## config.mk

```make
export PLATFORM = sky130hd
export DESIGN_NAME = proc_param
export DESIGN_NICKNAME = d
export VERILOG_FILES = /design/src/rtl/proc_param.sv
export SDC_FILE = /design/constraint.sdc
export NUM_CORES = 1
export LEC_CHECK = 0
export ABC_CLOCK_PERIOD_IN_PS = 6200
export BUFFER_PORTS_ARGS = -buffer_cell sky130_fd_sc_hd__buf_4
export CORE_MARGIN = 1.5
export CORE_UTILIZATION = 57
export DETAILED_ROUTE_END_ITERATION = 16
export GPL_TIMING_DRIVEN = 0
export PLACE_DENSITY = 0.78
export SLEW_MARGIN = 0
export SYNTH_ARGS = -nofsm -noshare
export SYNTH_HDL_FRONTEND = slang
export SYNTH_SLANG_ARGS = --single-unit
```

## constraint.sdc

```tcl
create_clock -name clock -period 6.2 [get_ports clock]
set_input_delay 1.55 -clock clock [delete_from_list [all_inputs] [get_ports clock]]
set_output_delay 1.55 -clock clock [all_outputs]
set_load 0.005 [all_outputs]
```

## src/rtl/proc_param.sv

```systemverilog
// Parametrised multi-cycle MV/MVI/ADD/SUB/AND/SLT/MVNZ core with zero flag and done strobe.
// Define PROC_FLAGS_EN to add registered N/C/V flag outputs alongside Z.
//
// state | meaning
// T0    | idle; latch IR when run is high
// T1    | single-cycle ops complete here; ALU ops load A from Rx
// T2    | ALU computes A op Ry into G; flags update
// T3    | write G back to Rx
module proc_param #(
  parameter int DATA_W = 16,
  parameter int NREGS  = 8,
  localparam int REG_AW = $clog2(NREGS),
  localparam int IR_W   = 3 + 2*REG_AW
) (
  input  logic              clock,
  input  logic              reset,
  input  logic              run,
  input  logic [IR_W-1:0]   ir,
  input  logic [DATA_W-1:0] din,
  output logic [DATA_W-1:0] q,
  output logic              done
`ifdef PROC_FLAGS_EN
  ,
  output logic              n_flag,
  output logic              c_flag,
  output logic              v_flag
`endif
);

  typedef enum logic [1:0] {T0, T1, T2, T3} state_t;

  localparam logic [2:0] OP_MV   = 3'b000;
  localparam logic [2:0] OP_MVI  = 3'b001;
  localparam logic [2:0] OP_ADD  = 3'b010;
  localparam logic [2:0] OP_SUB  = 3'b011;
  localparam logic [2:0] OP_AND  = 3'b100;
  localparam logic [2:0] OP_SLT  = 3'b101;
  localparam logic [2:0] OP_MVNZ = 3'b110;
  localparam logic [2:0] OP_NOP  = 3'b111;

`ifdef PROC_FLAGS_EN
  localparam int SUM_W = DATA_W + 1;
`else
  localparam int SUM_W = DATA_W;
`endif

  state_t              state_q, state_d;
  logic [IR_W-1:0]     ir_q;
  logic [DATA_W-1:0]   regs_q [NREGS];
  logic [DATA_W-1:0]   a_q, g_q;
  logic                z_q;

  logic [2:0]          op;
  logic [REG_AW-1:0]   rx, ry;
  logic [DATA_W-1:0]   rx_val, ry_val, bus, alu_res;
  logic [SUM_W-1:0]    sum_w, diff_w;
  logic                ir_ld, a_ld, g_ld, rf_we;

  assign op     = ir_q[IR_W-1 -: 3];
  assign rx     = ir_q[2*REG_AW-1 -: REG_AW];
  assign ry     = ir_q[REG_AW-1:0];
  assign rx_val = regs_q[rx];
  assign ry_val = regs_q[ry];
  assign q      = bus;

  always_comb begin
    state_d = state_q;
    bus     = '0;
    done    = 1'b0;
    ir_ld   = 1'b0;
    a_ld    = 1'b0;
    g_ld    = 1'b0;
    rf_we   = 1'b0;
    case (state_q)
      T0: begin
        if (run) begin
          ir_ld   = 1'b1;
          state_d = T1;
        end
      end
      T1: begin
        state_d = T0;
        done    = 1'b1;
        case (op)
          OP_MV:   begin bus = ry_val; rf_we = 1'b1;  end
          OP_MVI:  begin bus = din;    rf_we = 1'b1;  end
          OP_MVNZ: begin bus = ry_val; rf_we = ~z_q;  end
          OP_NOP:  ;
          default: begin
            bus     = rx_val;
            a_ld    = 1'b1;
            done    = 1'b0;
            state_d = T2;
          end
        endcase
      end
      T2: begin
        bus     = ry_val;
        g_ld    = 1'b1;
        state_d = T3;
      end
      T3: begin
        bus     = g_q;
        rf_we   = 1'b1;
        done    = 1'b1;
        state_d = T0;
      end
      default: state_d = T0;
    endcase
  end

  // sum/diff carry one extra bit only when the carry/borrow flag exists
  assign sum_w  = SUM_W'(a_q) + SUM_W'(ry_val);
  assign diff_w = SUM_W'(a_q) - SUM_W'(ry_val);

  always_comb begin
    alu_res = '0;
    case (op)
      OP_ADD:  alu_res = sum_w[DATA_W-1:0];
      OP_SUB:  alu_res = diff_w[DATA_W-1:0];
      OP_AND:  alu_res = a_q & ry_val;
      OP_SLT:  alu_res = {{(DATA_W-1){1'b0}}, ($signed(a_q) < $signed(ry_val))};
      default: alu_res = '0;
    endcase
  end

  always_ff @(posedge clock or posedge reset) begin
    if (reset) begin
      state_q <= T0;
      ir_q    <= '0;
      a_q     <= '0;
      g_q     <= '0;
      z_q     <= 1'b1;
    end else begin
      state_q <= state_d;
      if (ir_ld) ir_q <= ir;
      if (a_ld)  a_q  <= bus;
      if (g_ld) begin
        g_q <= alu_res;
        z_q <= (alu_res == '0);
      end
    end
  end

  always_ff @(posedge clock or posedge reset) begin
    if (reset) begin
      for (int i = 0; i < NREGS; i++) regs_q[i] <= '0;
    end else if (rf_we) begin
      regs_q[rx] <= bus;
    end
  end

`ifdef PROC_FLAGS_EN
  logic n_q, c_q, v_q, c_d, v_d;
  localparam int MSB = DATA_W - 1;

  always_comb begin
    c_d = 1'b0;
    v_d = 1'b0;
    case (op)
      OP_ADD: begin
        c_d = sum_w[DATA_W];
        v_d = (a_q[MSB] == ry_val[MSB]) && (sum_w[MSB] != a_q[MSB]);
      end
      OP_SUB: begin
        c_d = diff_w[DATA_W];
        v_d = (a_q[MSB] != ry_val[MSB]) && (diff_w[MSB] != a_q[MSB]);
      end
      default: ;
    endcase
  end

  always_ff @(posedge clock or posedge reset) begin
    if (reset) begin
      n_q <= 1'b0;
      c_q <= 1'b0;
      v_q <= 1'b0;
    end else if (g_ld) begin
      n_q <= alu_res[MSB];
      c_q <= c_d;
      v_q <= v_d;
    end
  end

  assign n_flag = n_q;
  assign c_flag = c_q;
  assign v_flag = v_q;
`endif

endmodule

```

==> results of run 1 <==
through the flow:
step | setup slack (ns) | hold WS (ns)
final | 0.8731 | 0.5012
after floorplan | 2.211 | 0.4408
after global routing | 0.8081 | 0.5091
after detailed placement | 1.338 | 0.4795
after global placement | 1.387 | 0.4632
after CTS | 1.019 | 0.4946
registers in the layout, indices dropped and copies added (netlist names), named ones only:
signal	count
z_q	1
state_q	1
ir_q	9
a_q	16
g_q	16
regs_q	128
worst max path at each step:
stage | from | endpoint | slack (ns) | cells past startpoint
floorplan | din[3] | q[3] | 2.21 | 6
global placement | ir_q[1] | z_q | 1.39 | 15
detailed placement | ir_q[1] | z_q | 1.34 | 15
CTS | ir_q[1] | q[1] | 1.02 | 10
global route | ir_q[1] | q[1] | 0.81 | 10
finish | ir_q[1] | q[1] | 0.87 | 10
synthesized netlist by cell type, types with 17 or more instances:
library cell	count	area (sq um)
clkbuf_1	55	206.5
mux4_2	32	720.7
inv_1	47	176.4
o22ai_1	62	387.9
mux2i_1	17	170.2
mux2_2	20	225.2
buf_2	17	85.08
o21ai_0	172	860.8
dfrtp_1	171	4279
ha_1	34	425.4
nand2_1	180	675.7
a21oi_1	56	280.3
nand2b_1	18	112.6
nor2_1	62	232.7
o221ai_1	20	175.2
area by class of cell:
class,count,share of cell area
Antenna cell,1,0.0002087
Buffer,87,0.03308
Clock buffer,18,0.03579
Clock inverter,14,0.01920
Inverter,49,0.01565
Multi-Input combinational cell,852,0.4789
Sequential cell,172,0.3590
Tap cell,229,0.02389
Timing Repair Buffer,48,0.03422
cell families (layout without fill, tap and decap cells):
group           after synthesis  after routing
mux                          69             69
xor+xnor                     12             12
other cells                   0              1
buf+inv                     136            216
compound gates              406            406
simple gates                329            329
flops                       172            172
fa+ha+maj                    36             36
metal layers:
layer / wire length, um / global-route usage
met1: 13630 / 0.4756
met2: 17480 / 0.6214
met3: 3551 / 0.09566
met4: 2237 / 0.2393
met5: 0 / 0
worst max-delay path: cells and delay by family (launching register included):
kind	cells	cell delay, ns
AOI/OAI and AO/OA	4	1.00
buffers and inverters	4	1.03
DFF	1	0.32
muxes	2	0.96
==> qor.txt, run 1 <==
starting density of the core = 0.5857
status = finished, violations left
r2r setup slk = 1.15 ns
CP cell instances = buf_2, clkbuf_1, mux4_2, mux2i_1, o221ai_1, o21ai_0, o21ai_0, a22oi_2, inv_1, buf_4
CP max FO = 10
max cap viols = 0
# fillers = 1515
Post-CTS Hold Buffers = 0
max_slew headroom = 0.4119
Post-synth EDFFs = 0
Area Overhead vs Synth = 12.82%
vias in the first global route = 9906
postcts setup bufs = 0
CP max stage delay = 0.60 ns
Max Fclk = 0.1877 GHz
H-tree levels = 4
WHS Path Cells = 2
multi-input combinational cell area = 5743 sq um
Resize count post-CTS = 0
Critical Path AT = 3.78 ns
nets = 1291
WHS Endpoint = g_q[4]
Synth Register Bits = 172
Final Max Tran Viols = 0
Crit Path Category = reg -> out
critical register-to-register path startpoint = ir_q[1]
placed inst area = 11330 sq um
reg2reg path depth = 15
CTS root buf = clkbuf_16
FF+latch area = 4305 sq um
worst r2r dst = z_q
first-pass GRT wire length = 56880 um
multiplexer share of the synthesized area = 0.1050
Final ANT Viol Nets = 0
synth warn = 0
# IOs = 45
WL final = 36890 um
worst slew pin tran = 0.8822 ns
Avg Cell Area, Syn = 9.163 sq um
share of cells above drive strength 1 = 0.1613
cell area after layout = 11990 sq um
largest family of logic cells by synthesized area = compound AO/OA/AOI/OAI gates
worst hold path type = reg -> reg
DRC viols = 2
failing checks = DRC
post-synthesis compound-gate area fraction = 0.2438
main flop type after synthesis = dfrtp_1
Synth Area in XOR/XNOR = 0.009888
area share of fa/ha/maj cells after synthesis = 0.04379
IO Port Bufs = 44
via count = 10.20k
Layout Skew = 0.008330 ns
drt first pass iters = 12
Synth cell types = 82
Final Hold Vio Count = 0
Final Non-Filler Cells = 1470
Cells after Synth = 1160
initial antenna violation count = 0
CTS Buf Count = 17
syn nets = 1224
Reg clk slew, reported paths = 0.07 ns
commonest non-fill, non-tap cells in the layout = nand2_1 (180), o21ai_0 (172), dfrtp_1 (171)
Finished Core Util = 0.6608
overall routing resource usage = 0.3879
# clock sinks = 172
Clock Latency Late Sink = 0.44 ns
fraction of the mapped netlist area in simple logic gates = 0.1378
Setup crit start kind = flop
Async S/R FF share, synth = 1.000
worst hold start = g_q[4]
gr ovfl total = 0
# setup viols final = 0
CP dominant cell by count = o21ai_0
Avg WL per Cell = 25.10 um
most common cell after layout, fill and taps aside = nand2_1
Final min period = 5.327 ns
core area = 18150 sq um
gpl congestion = 0.9732
dpl hpwl = 26160 um
CP max-delay cell = clkbuf_1
fin crit share = 0.8592
largest net degree at the start of global routing = 43
maximum clock insertion buffer count = 2
setup tns final = 0 ns
synthesized area = 10630 sq um
Critical Path End Type = output pin
RSZ-0062 raised after global routing = no
Crit path required time = 4.65 ns
placed cells = 1437
full die area = 19480 sq um
post-synthesis sequential area ratio = 0.4051
DR iter-0 viols = 1091
row count = 49
Die H = 139.6 um
Die W = 139.6 um
CTS tree = done
Via density = 6.940
Power of run 1 is not shown: default switching activity piles up to over one toggle a cycle in this logic, so the estimate is an artifact.
==> run 2: changes to the inputs <==
Settings changed: GPL_TIMING_DRIVEN 0 to 1.
==> qor.txt, run 2 (synthesis gave the netlist of run 1 again) <==
status = finished, violations left
failing checks = DRC
Buf+Inv Stages, Crit Path = 3
Final Hold Vio Count = 0
Die W = 139.6 um
pre-CTS WS = 1.398 ns
postcts setup bufs = 0
core area = 18150 sq um
drt first pass iters = 12
commonest non-fill, non-tap cells in the layout = nand2_1 (180), o21ai_0 (172), dfrtp_1 (170)
gpl congestion = 0.9219
via count = 9518
Final Max Tran Viols = 0
dpl hpwl = 21300 um
Critical Path AT = 3.71 ns
full die area = 19480 sq um
# IOs = 45
most common cell after layout, fill and taps aside = nand2_1
DR iter-0 viols = 1136
Max Fclk = 0.1901 GHz
Resize count post-CTS = 0
Largest regs = regs_q (128), a_q (16), g_q (16)
max_slew headroom = 0.2969
CTS Buf Count = 17
nets = 1221
Crit path max-delay family = multiplexers
DRC viols = 1
Crit path required time = 4.65 ns
# clock sinks = 172
Avg WL per Cell = 22.54 um
Post-CTS Hold Buffers = 0
Finished Core Util = 0.6386
gr ovfl total = 0
Setup crit start kind = flop
IO Port Bufs = 44
RSZ-0062 raised after global routing = no
final worst setup slack = 0.9387 ns
WL met1 = 12710 um
CTS root buf = clkbuf_16
n_diodes = 0
Reg clk slew, reported paths = 0.06 ns
CP max FO = 18
Crit Path Category = reg -> out
overall routing resource usage = 0.3316
initial antenna violation count = 0
Clock Latency Late Sink = 0.44 ns
starting density of the core = 0.5857
Via density = 6.803
Die H = 139.6 um
CTS tree = done
Critical Path End Type = output pin
worst slew pin tran = 1.051 ns
row count = 49
Final min period = 5.261 ns
WL met2 = 14770 um
vias in the first global route = 9155
max FFs per register = 128
Reg with most FFs = regs_q
CP max stage delay = 0.67 ns
CP max-delay cell = dfrtp_2
setup tns final = 0 ns
Area Overhead vs Synth = 9.029%
Layout Skew = 0.009444 ns
fin crit share = 0.8486
share of cells above drive strength 1 = 0.1641
worst hold path type = reg -> reg
# setup viols final = 0
largest net degree at the start of global routing = 173
CP cell instances = buf_4, mux4_2, mux2i_1, o221ai_1, o21ai_0, o21ai_0, a22oi_2, inv_1, buf_4
WL final = 31530 um
first-pass GRT wire length = 50450 um
Final ANT Viol Nets = 0
max cap viols = 0
maximum clock insertion buffer count = 2
met3 WL post-DR = 2968 um
H-tree levels = 4
Highest Signal Layer = met4
==> run 2: final timing paths <==
kind	from	to	slack, ns	depth (start not counted)
setup / recovery	ir_q[0]	q[6]	0.94	9
hold / removal	z_q	z_q	0.49	2
setup reg to reg	ir_q[1]	z_q	1.45	14
hold reg to reg	z_q	z_q	0.49	2
max in group asynchronous	reset	ir_q[0]	4.15	3
min in group asynchronous	reset	regs_q[77]	1.38	3
==> run 2: area by class of cell <==
class | count | area, sq um
Tap cell | 229 | 286.5
Clock buffer | 20 | 446.7
Fill cell | 1491 | 6559
Timing Repair Buffer | 65 | 500.5
Sequential cell | 172 | 4307
Multi-Input combinational cell | 852 | 5748
Inverter | 49 | 187.7
Clock inverter | 12 | 112.6
==> run 2: layer usage <==
| metal | vias up | GRT usage |
|---|---|---|
| met5 | - | 0 |
| met4 | 0 | 0.1424 |
| met3 | 103 | 0.07020 |
| met2 | 603 | 0.5245 |
| met1 | 4584 | 0.4456 |
| li1 | 4228 | - |
==> run 2: worst reg2reg max path: cells and delay by family, from the launching register on <==
| kind | cells | cell delay, ns |
|---|---|---|
| adder cells (fa/ha/maj) | 1 | 0.42 |
| buffers and inverters | 2 | 0.55 |
| AND/OR/NAND/NOR | 3 | 0.48 |
| AO/OA/AOI/OAI | 6 | 1.53 |
| multiplexers | 2 | 0.90 |
| flip-flops | 1 | 0.77 |
==> run 2: metrics by stage <==
step / instance area, sq um / hold WS, ns / std cells
global placement: 11030 / 0.4710 / 1367
floorplan: 10630 / 0.4408 / 1160
CTS: 11590 / 0.4913 / 1399
finish: 11590 / 0.4937 / 1399
global route: 11590 / 0.5092 / 1399
detailed placement: 11030 / 0.4727 / 1367
Power of run 2 is left out for the same reason.
